<file path="config.mk">
export PLATFORM = sky130hd
export DESIGN_NAME = butterfly_switch_arbiter_flat
export DESIGN_NICKNAME = d
export VERILOG_FILES = /design/src/rtl/butterfly_switch_arbiter_if.sv /design/src/rtl/butterfly_switch_arbiter.sv /design/src/flat_wrapper.sv
export SDC_FILE = /design/constraint.sdc
export NUM_CORES = 1
export LEC_CHECK = 0
export ABC_AREA = 1
export ABC_CLOCK_PERIOD_IN_PS = 2700
export CAP_MARGIN = 20
export CORE_UTILIZATION = 40
export DETAILED_ROUTE_END_ITERATION = 7
export PLACE_DENSITY = 0.71
export RECOVER_POWER = 25
export SYNTH_ARGS = -nofsm -noshare
export SYNTH_HDL_FRONTEND = slang
export SYNTH_SLANG_ARGS = --single-unit
</file>
<file path="constraint.sdc">
create_clock -name clk -period 2.7 [get_ports clk]
set_clock_uncertainty 0.2 [all_clocks]
set_input_delay 0.54 -clock clk [delete_from_list [all_inputs] [get_ports clk]]
set_output_delay 0.54 -clock clk [all_outputs]
set_load 0.05 [all_outputs]
</file>
<file path="src/rtl/butterfly_switch_arbiter_if.sv">
// Packet channel: a packet bus plus a valid/ready handshake.
//   packet : PW-bit packet {data, a (source), b (destination), lvl (stage)}
//   valid  : the sender offers a packet
//   ready  : the receiver takes the packet this cycle
// Modports:
//   master : drives packet/valid and samples ready (sending side)
//   slave  : samples packet/valid and drives ready (receiving side)
interface butterfly_switch_arbiter_if #(
  parameter int PW = 41
);
  logic [PW-1:0] packet;
  logic          valid;
  logic          ready;

  modport master (output packet, output valid, input ready);
  modport slave  (input packet, input valid, output ready);
endinterface

</file>
<file path="src/rtl/butterfly_switch_arbiter.sv">
// 2x2 butterfly switching element with registered outputs.
// Each input picks out0 (straight) or out1 (cross) from bit lvl of (a ^ b).
// When both inputs want the same output, a round-robin pointer per output
// picks the winner. Accepted packets leave one cycle later with lvl + 1.
// Ports:
//   clk            : clock, all state updates on the rising edge
//   reset          : synchronous active-high reset
//   in0, in1       : input channels (slave side; ready is combinational)
//   out0, out1     : registered output channels (master side)
//   conflict_count : saturating count of contended arbitrations
module butterfly_switch_arbiter #(
  parameter int PW = 41,
  parameter int CW = 16
) (
  input  logic                  clk,
  input  logic                  reset,
  butterfly_switch_arbiter_if.slave  in0,
  butterfly_switch_arbiter_if.slave  in1,
  butterfly_switch_arbiter_if.master out0,
  butterfly_switch_arbiter_if.master out1,
  output logic [CW-1:0]         conflict_count
);

  // Inputs and output handshakes gathered into vectors so the per-port
  // logic below can be generated.
  logic [1:0][PW-1:0] in_pkt;
  logic [1:0][PW-1:0] in_pkt_inc;
  logic [1:0]         in_vld;
  logic [1:0]         sel;
  logic [1:0]         out_rdy;
  logic [1:0]         out_vld;
  logic [1:0][PW-1:0] out_pkt;
  logic [1:0][1:0]    grant;     // grant[j][i]: input i granted to output j
  logic [1:0]         contend;

  assign in_pkt[0]  = in0.packet;
  assign in_pkt[1]  = in1.packet;
  assign in_vld[0]  = in0.valid;
  assign in_vld[1]  = in1.valid;
  assign out_rdy[0] = out0.ready;
  assign out_rdy[1] = out1.ready;

  // Route computation and level increment per input.
  genvar gi;
  generate
    for (gi = 0; gi < 2; gi++) begin : g_route
      logic [3:0] ab;
      assign ab = in_pkt[gi][10:7] ^ in_pkt[gi][6:3];
      // Levels 4..7 index past the 4-bit address, so they route straight.
      assign sel[gi] = in_pkt[gi][2] ? 1'b0 : ab[in_pkt[gi][1:0]];
      // data, a and b pass through; lvl wraps naturally at 3 bits.
      assign in_pkt_inc[gi] = {in_pkt[gi][PW-1:3], in_pkt[gi][2:0] + 3'd1};
    end
  endgenerate

  // Per-output arbitration and output register.
  generate
    for (gi = 0; gi < 2; gi++) begin : g_out
      logic [1:0]    req;
      logic          free;
      logic [1:0]    grant_l;
      logic          rr_reg;
      logic          rr_next;
      logic          vld_reg;
      logic          vld_next;
      logic [PW-1:0] pkt_reg;
      logic [PW-1:0] pkt_next;

      assign req[0] = in_vld[0] && (sel[0] == 1'(gi));
      assign req[1] = in_vld[1] && (sel[1] == 1'(gi));
      // A full register that drains this cycle can be reloaded at once.
      assign free   = !vld_reg || out_rdy[gi];

      always_comb begin
        grant_l = 2'b00;
        rr_next = rr_reg;
        if (free) begin
          case (req)
            2'b01:   grant_l = 2'b01;
            2'b10:   grant_l = 2'b10;
            2'b11: begin
              // rr_reg names the favoured input; hand priority to the other.
              grant_l = rr_reg ? 2'b10 : 2'b01;
              rr_next = ~rr_reg;
            end
            default: grant_l = 2'b00;
          endcase
        end
      end

      always_comb begin
        vld_next = (|grant_l) || (vld_reg && !out_rdy[gi]);
        pkt_next = pkt_reg;
        if (grant_l[0]) begin
          pkt_next = in_pkt_inc[0];
        end else if (grant_l[1]) begin
          pkt_next = in_pkt_inc[1];
        end
      end

      always_ff @(posedge clk) begin
        if (reset) begin
          rr_reg  <= 1'b0;
          vld_reg <= 1'b0;
          pkt_reg <= '0;
        end else begin
          rr_reg  <= rr_next;
          vld_reg <= vld_next;
          pkt_reg <= pkt_next;
        end
      end

      assign grant[gi]   = grant_l;
      assign contend[gi] = free && (&req);
      assign out_vld[gi] = vld_reg;
      assign out_pkt[gi] = pkt_reg;
    end
  endgenerate

  // Both inputs can only contend for one output at a time, so the counter
  // advances by at most one per cycle.
  logic [CW-1:0] cnt_reg;
  logic [CW-1:0] cnt_next;

  always_comb begin
    cnt_next = cnt_reg;
    if ((|contend) && (cnt_reg != {CW{1'b1}})) begin
      cnt_next = cnt_reg + CW'(1);
    end
  end

  always_ff @(posedge clk) begin
    if (reset) begin
      cnt_reg <= '0;
    end else begin
      cnt_reg <= cnt_next;
    end
  end

  // Grants are ignored while reset is high, so ready is masked too.
  assign in0.ready      = !reset && (grant[0][0] || grant[1][0]);
  assign in1.ready      = !reset && (grant[0][1] || grant[1][1]);
  assign out0.packet    = out_pkt[0];
  assign out0.valid     = out_vld[0];
  assign out1.packet    = out_pkt[1];
  assign out1.valid     = out_vld[1];
  assign conflict_count = cnt_reg;

endmodule

</file>
<file path="src/flat_wrapper.sv">
// flat-port wrapper written by rule: the top's interface ports become plain ports
module butterfly_switch_arbiter_flat 
#(
  parameter int PW = 41,
  parameter int CW = 16
)
  (clk, reset, conflict_count, in0_packet, in0_valid, in0_ready, in1_packet, in1_valid, in1_ready, out0_packet, out0_valid, out0_ready, out1_packet, out1_valid, out1_ready);
  butterfly_switch_arbiter_if #(.PW(PW)) in0_i ();
  butterfly_switch_arbiter_if #(.PW(PW)) in1_i ();
  butterfly_switch_arbiter_if #(.PW(PW)) out0_i ();
  butterfly_switch_arbiter_if #(.PW(PW)) out1_i ();
  input  logic clk;
  input  logic reset;
  output logic [CW-1:0] conflict_count;
  input wire logic [$bits(in0_i.packet)-1:0] in0_packet;
  input wire logic [$bits(in0_i.valid)-1:0] in0_valid;
  output wire logic [$bits(in0_i.ready)-1:0] in0_ready;
  input wire logic [$bits(in1_i.packet)-1:0] in1_packet;
  input wire logic [$bits(in1_i.valid)-1:0] in1_valid;
  output wire logic [$bits(in1_i.ready)-1:0] in1_ready;
  output wire logic [$bits(out0_i.packet)-1:0] out0_packet;
  output wire logic [$bits(out0_i.valid)-1:0] out0_valid;
  input wire logic [$bits(out0_i.ready)-1:0] out0_ready;
  output wire logic [$bits(out1_i.packet)-1:0] out1_packet;
  output wire logic [$bits(out1_i.valid)-1:0] out1_valid;
  input wire logic [$bits(out1_i.ready)-1:0] out1_ready;
  assign in0_i.packet = in0_packet;
  assign in0_i.valid = in0_valid;
  assign in0_ready = in0_i.ready;
  assign in1_i.packet = in1_packet;
  assign in1_i.valid = in1_valid;
  assign in1_ready = in1_i.ready;
  assign out0_packet = out0_i.packet;
  assign out0_valid = out0_i.valid;
  assign out0_i.ready = out0_ready;
  assign out1_packet = out1_i.packet;
  assign out1_valid = out1_i.valid;
  assign out1_i.ready = out1_ready;
  butterfly_switch_arbiter #(.PW(PW), .CW(CW)) u_core (.clk(clk), .reset(reset), .in0(in0_i), .in1(in1_i), .out0(out0_i), .out1(out1_i), .conflict_count(conflict_count));
endmodule
</file>
# Word-level counts from Yosys, hierarchy flattened
# Index checks and enable logic that the tools add are counted.
# W data, S select, Z words.
[totals]
wordCells = 72
reg_bits = 102
[classes]
n_mux = 16
n_addsub = 3
n_eq_ne = 7
reduce_logical = 31
bitwise = 6
magnitude_cmp = 2
[op_table]
columns = ["op", "n"]
rows = [
  ["$mux W41", 4],
  ["$add A16 B1 Y16 const B", 1],
  ["$ne A16 B16 Y1 const B", 1],
  ["$pmux W2 S3", 2],
  ["$logic_and A1 B1 Y1", 11],
  ["$eq A2 B2 Y1 const B", 4],
  ["$mux W2", 4],
  ["$reduce_and A2 Y1", 4],
  ["$xor A4 B4 Y4", 2],
  ["$add A3 B1 Y3 const B", 2],
  ["$logic_or A1 B1 Y1", 6],
  ["$lt A2 B3 Y1 const B", 2],
  ["$reduce_or A2 Y1", 3],
  ["$logic_not A1 Y1", 5],
  ["$bmux W1 S2", 2],
  ["$eq A2 B1 Y1 const B", 2],
  ["$mux W1", 4],
  ["$not A1 Y1", 4],
  ["$reduce_bool A2 Y1", 2],
]

# Logic depth before layout (Yosys ltp)
[depth]
word_depth = 11
depth_mapped = 13

# Least setup slack after synthesis
# OpenSTA, ideal clock, no wires.
[synth_timing]
path_kind = "input to output"
from = "in in0_packet[0]"
to = "out in0_ready"
arrival_time_ns = 2.139
required_ns = 1.960
path_slack_ns = -0.179
path_stages = 8
path_cell_list = "inv_1 -> nand3_1 -> nand3b_1 -> nand4_2 -> nor2_4 -> nand2_2 -> buf_4 -> a21oi_1"
[synth_via]
elab_chain_len = 10
elab_cells_between_ends = 18
classes_between = "eq/ne (6); mux (7); bitwise (1); reduce/logical (4)"
[synth_lines]
columns = ["item", "line_no", "rtl"]
rows = [
  ["start, declared", "flat_wrapper.sv:15", "input wire logic [$bits(in0_i.packet)-1:0] in0_packet;"],
  ["$bmux W1 S2 *", "butterfly_switch_arbiter.sv:50", "assign sel[gi] = in_pkt[gi][2] ? 1'b0 : ab[in_pkt[gi][1:0]];"],
  ["$mux W1 (implied by the code) *", "butterfly_switch_arbiter.sv:50", ""],
  ["$mux W1 *", "butterfly_switch_arbiter.sv:50", ""],
  ["$not A1 Y1", "butterfly_switch_arbiter.sv:69", "assign req[0] = in_vld[0] && (sel[0] == 1'(gi));"],
  ["$logic_and A1 B1 Y1", "butterfly_switch_arbiter.sv:69", ""],
  ["$eq A2 B2 Y1 or $eq A2 B1 Y1 (tied branches)", "butterfly_switch_arbiter.sv:78", "case (req)"],
  ["$pmux W2 S3", "butterfly_switch_arbiter.sv:78", ""],
  ["$mux W2", "butterfly_switch_arbiter.sv:77", "if (free) begin"],
  ["$logic_or A1 B1 Y1 *", "butterfly_switch_arbiter.sv:141", "assign in0.ready = !reset && (grant[0][0] || grant[1][0]);"],
  ["$logic_and A1 B1 Y1 *", "butterfly_switch_arbiter.sv:141", ""],
  ["end, declared", "flat_wrapper.sv:17", "output wire logic [$bits(in0_i.ready)-1:0] in0_ready;"],
]
# Mark *: on every way between the ends. The rest lies on a longest branch, timed or not. The select of a mux whose other input is x is not followed.

# Worst setup path in the final report
[layout_timing]
from = "in in1_packet[3]"
to = "out in1_ready"
[layout_via]
elab_chain_len = 11
elab_cells_between_ends = 19
classes_between = "eq/ne (6); mux (7); bitwise (2); reduce/logical (4)"
[layout_lines]
columns = ["item", "line_no", "rtl"]
rows = [
  ["start, declared", "flat_wrapper.sv:18", "input wire logic [$bits(in1_i.packet)-1:0] in1_packet;"],
  ["$xor A4 B4 Y4 *", "butterfly_switch_arbiter.sv:48", "assign ab = in_pkt[gi][10:7] ^ in_pkt[gi][6:3];"],
  ["$bmux W1 S2 *", "butterfly_switch_arbiter.sv:50", ""],
  ["$mux W1 (implied by the code) *", "butterfly_switch_arbiter.sv:50", ""],
  ["$mux W1 *", "butterfly_switch_arbiter.sv:50", ""],
  ["$not A1 Y1", "butterfly_switch_arbiter.sv:70", "assign req[1] = in_vld[1] && (sel[1] == 1'(gi));"],
  ["$logic_and A1 B1 Y1", "butterfly_switch_arbiter.sv:70", ""],
  ["$eq A2 B2 Y1 or $eq A2 B1 Y1 (tied branches)", "butterfly_switch_arbiter.sv:78", ""],
  ["$pmux W2 S3", "butterfly_switch_arbiter.sv:78", ""],
  ["$mux W2", "butterfly_switch_arbiter.sv:77", ""],
  ["$logic_or A1 B1 Y1 *", "butterfly_switch_arbiter.sv:142", "assign in1.ready = !reset && (grant[0][1] || grant[1][1]);"],
  ["$logic_and A1 B1 Y1 *", "butterfly_switch_arbiter.sv:142", ""],
  ["end, declared", "flat_wrapper.sv:20", "output wire logic [$bits(in1_i.ready)-1:0] in1_ready;"],
]
# Marked as above.

==> results.toml <==
[outcome]
status = "finished, final reports clean"

[timing]
fin_ws_ns = 0.0861
worstMarginPinSlew_ns = 0.607
hold_viol_final = 0
fin_crit_ns = 2.61
timing.fmax_mhz = 383
setup_viol = 0
fin_crit_sh_pct = 96.8
slew_headroom_pct = 59.4
maxSlewViolCount = 0

[yosys]
syn_area_per_cell_sq_um = 6.86
syn-num-nets = 943
synth_warnings = 0
synthDistinctLibCells = 33
synth_area_sq_mm = 0.00584
synthCells = 852
synth.ff_latch_count = 102
ys_seq_area_share_pct = 35.0

[die]
core_area_sq_mm = 0.0140
die_x_microns = 123
die_h_microns = 123
num_rows = 43
ioPinCount = 190
start_util_pct = 41.6
die_area_sq_mm = 0.0151

[cts]
cts_buffer_depth = 2
numCtsBuffers = 9
root_buffer = "clkbuf_16"
cts_tree = "yes"
clk_pin_slew_ns = 0.07
ctsHoldBuffers = 0
insertion_delay_ns = 0.35
cts.sinks = 102
htree_levels = 3

[routing]
drtIter0Drc = 478
via_per_inst = 5.10
drc_errors = 0
wl_mm = 18.8
num_vias = 6287
wl_per_cell_microns = 15.3
drt_first_pass_iters = 5
antenna_left = 0

[flow_run]
maxCapViolCount = 0

[pwr]
swShare_pct = 35.2
pwr-share-clk_pct = 29.0
power_per_cell_area_mw_per_mm2 = 578
pwr-share-comb_pct = 35.9
ir_worst_vdd_uv = 406
total_leakage_power_nw = 4.07
p_sw_w = 0.00172
internal_power_w = 0.00317
p_seq_share_pct = 35.1

[grt]
grt_pass1_wl_mm = 29.2
antenna_found_initial = 0
grtUsageTotal_pct = 25.0
first_global_vias = 5697
overflow = 0
grt_max_degree = 76

[worst_setup_path]
cpPeakStageDelay_ns = 0.27
crit_chain = "dlygate4sd2_1, inv_1, nand2_1, nand3_1, nand3b_1, nand3_4, nand2_2, nor2_2, o21ai_1, a21oi_2, buf_12"
cpMaxStageDelayCell = "dlygate4sd2_1"
path_class = "in -> out"
path_buf_inv = 3
cp-end-kind = "output pin"
required_ns = 1.96
cp_top_family = "simple AND/OR/NAND/NOR gates"
cp_max_fo = 3
setup.worst_path.start_class = "input port"
worstPathArrival_ns = 1.87

[cells_and_area]
antenna_cells = 0
fin_util_pct = 60.4
drive_above_1_share_pct = 12.9
n_fill_cell = 1326
seq_area_sq_mm = 0.00204
final_nets = 1139
area_growth_pct = 45.1
multi_input_comb_area_sq_mm = 0.00306

[place]
dp_slack_ns = -0.233
port-buffer-count = 189
place.gp.congestion = 0.826
dp_hpwl_mm = 12.6

[hold_path]
hp-class = "reg -> reg"
==> cell usage in the layout (no fill, tap or decap), drive strengths merged <==
cell,Yosys,layout
clkdlybuf4s50,0,167
xnor2,3,3
a21oi,19,19
clkbuf,8,12
dlymetal6s2s,0,1
clkinv,0,1
clkdlybuf4s15,0,4
bufinv,0,2
ha,3,3
nand2,135,135
nor3,6,6
nand3b,2,2
nor4,1,1
nand3,283,283
dfxtp,102,102
o211ai,1,1
nor2,21,21
xor2,14,14
or2,82,82
nand4,2,2
inv,118,118
o21ai,4,4
dlygate4sd2,0,15
buf,48,54
==> power groups by stage <==
stage | registers [W] | logic [W] | clock network, W
6_report | 0.00172 | 0.00176 | 0.00142
5_1_grt | 0.00174 | 0.00188 | 0.00150
4_1_cts | 0.00172 | 0.00175 | 0.00146
3_5_place_dp | 0.00175 | 0.00175 | 0
3_3_place_gp | 0.00175 | 0.00174 | 0
2_1_floorplan | 0.00224 | 0.000620 | 0
==> metrics by stage <==
stage | instance area, sq um | cells | setup TNS [ns] | power (W) | hold slack [ns]
5_1_grt | 8480 | 1232 | -0.0183 | 0.00512 | 0.322
3_3_place_gp | 8130 | 1214 | -6.33 | 0.00349 | 0.285
4_1_cts | 8440 | 1230 | -0.00319 | 0.00493 | 0.299
6_report | 8480 | 1232 | 0 | 0.00490 | 0.303
3_5_place_dp | 8130 | 1214 | -6.29 | 0.00350 | 0.290
2_1_floorplan | 5850 | 852 | 0 | 0.00286 | 0.296
==> cell type report <==
| cell class | instances | area share, % |
|---|---|---|
| timing repair buffer | 241 | 28.2 |
| clock buffer | 12 | 2.91 |
| inverter | 118 | 5.23 |
| clock inverter | 3 | 0.812 |
| multi-input combinational | 576 | 36.2 |
| sequential | 102 | 24.1 |
| tap | 180 | 2.66 |
==> logic make-up (layout without fill, tap and decap cells) <==
kind of cell	Yosys count	in the layout	synth area share [%]
AOI/OAI and AO/OA	24	24	2.23
adders and majority gates	3	3	0.643
DFF	102	102	35.0
buffers and inverters	174	374	13.4
and+or+nand+nor	532	532	46.2
xor gates and xnor gates	17	17	2.55
==> worst min-delay path: cells and delay by family, from the launching register on <==
family	cells	cell delay (ns)
flops	1	0.34
simple gates	1	0.07
compound gates	1	0.05
==> per-layer routing <==
metal,global-route usage (%),part of all wire [%],up-vias
met2,40.9,46,269
met4,7.85,2.2,0
li1,-,-,3125
met1,31.7,43,2864
met3,6.74,8.1,29
met5,0,0,-
==> final timing paths <==
kind | startpoint | end | slack, ns | cells past startpoint
max | in1_packet[3] | in1_ready | 0.09 | 11
min | u_core.conflict_count[14] | u_core.conflict_count[14] | 0.30 | 2
max reg2reg | u_core.conflict_count[0] | u_core.conflict_count[2] | 0.44 | 9
min reg2reg | u_core.conflict_count[14] | u_core.conflict_count[14] | 0.30 | 2
==> timing repair <==
action | CTS | global route
gates resized for setup | 21 | 10
pin swaps | 8 | 9
setup endpoints to repair | 2 | 2
setup buffers | 1 | 2
==> Yosys cell counts (all sizes together) <==
cell type  number  area share [%]
nand3b          2            0.26
or2            82             8.8
inv           118             7.6
xor2           14             2.1
a21oi          19             1.7
nand2         135             9.4
clkbuf          8            0.51
dfxtp         102              35
buf            48             5.3
nor3            6            0.79
ha              3            0.64
nor2           21             1.9
nor4            1            0.11
o211ai          1            0.13
o21ai           4            0.41
xnor2           3            0.45
nand4           2            0.32
nand3         283              25
(Power assumes the default switching activity.)
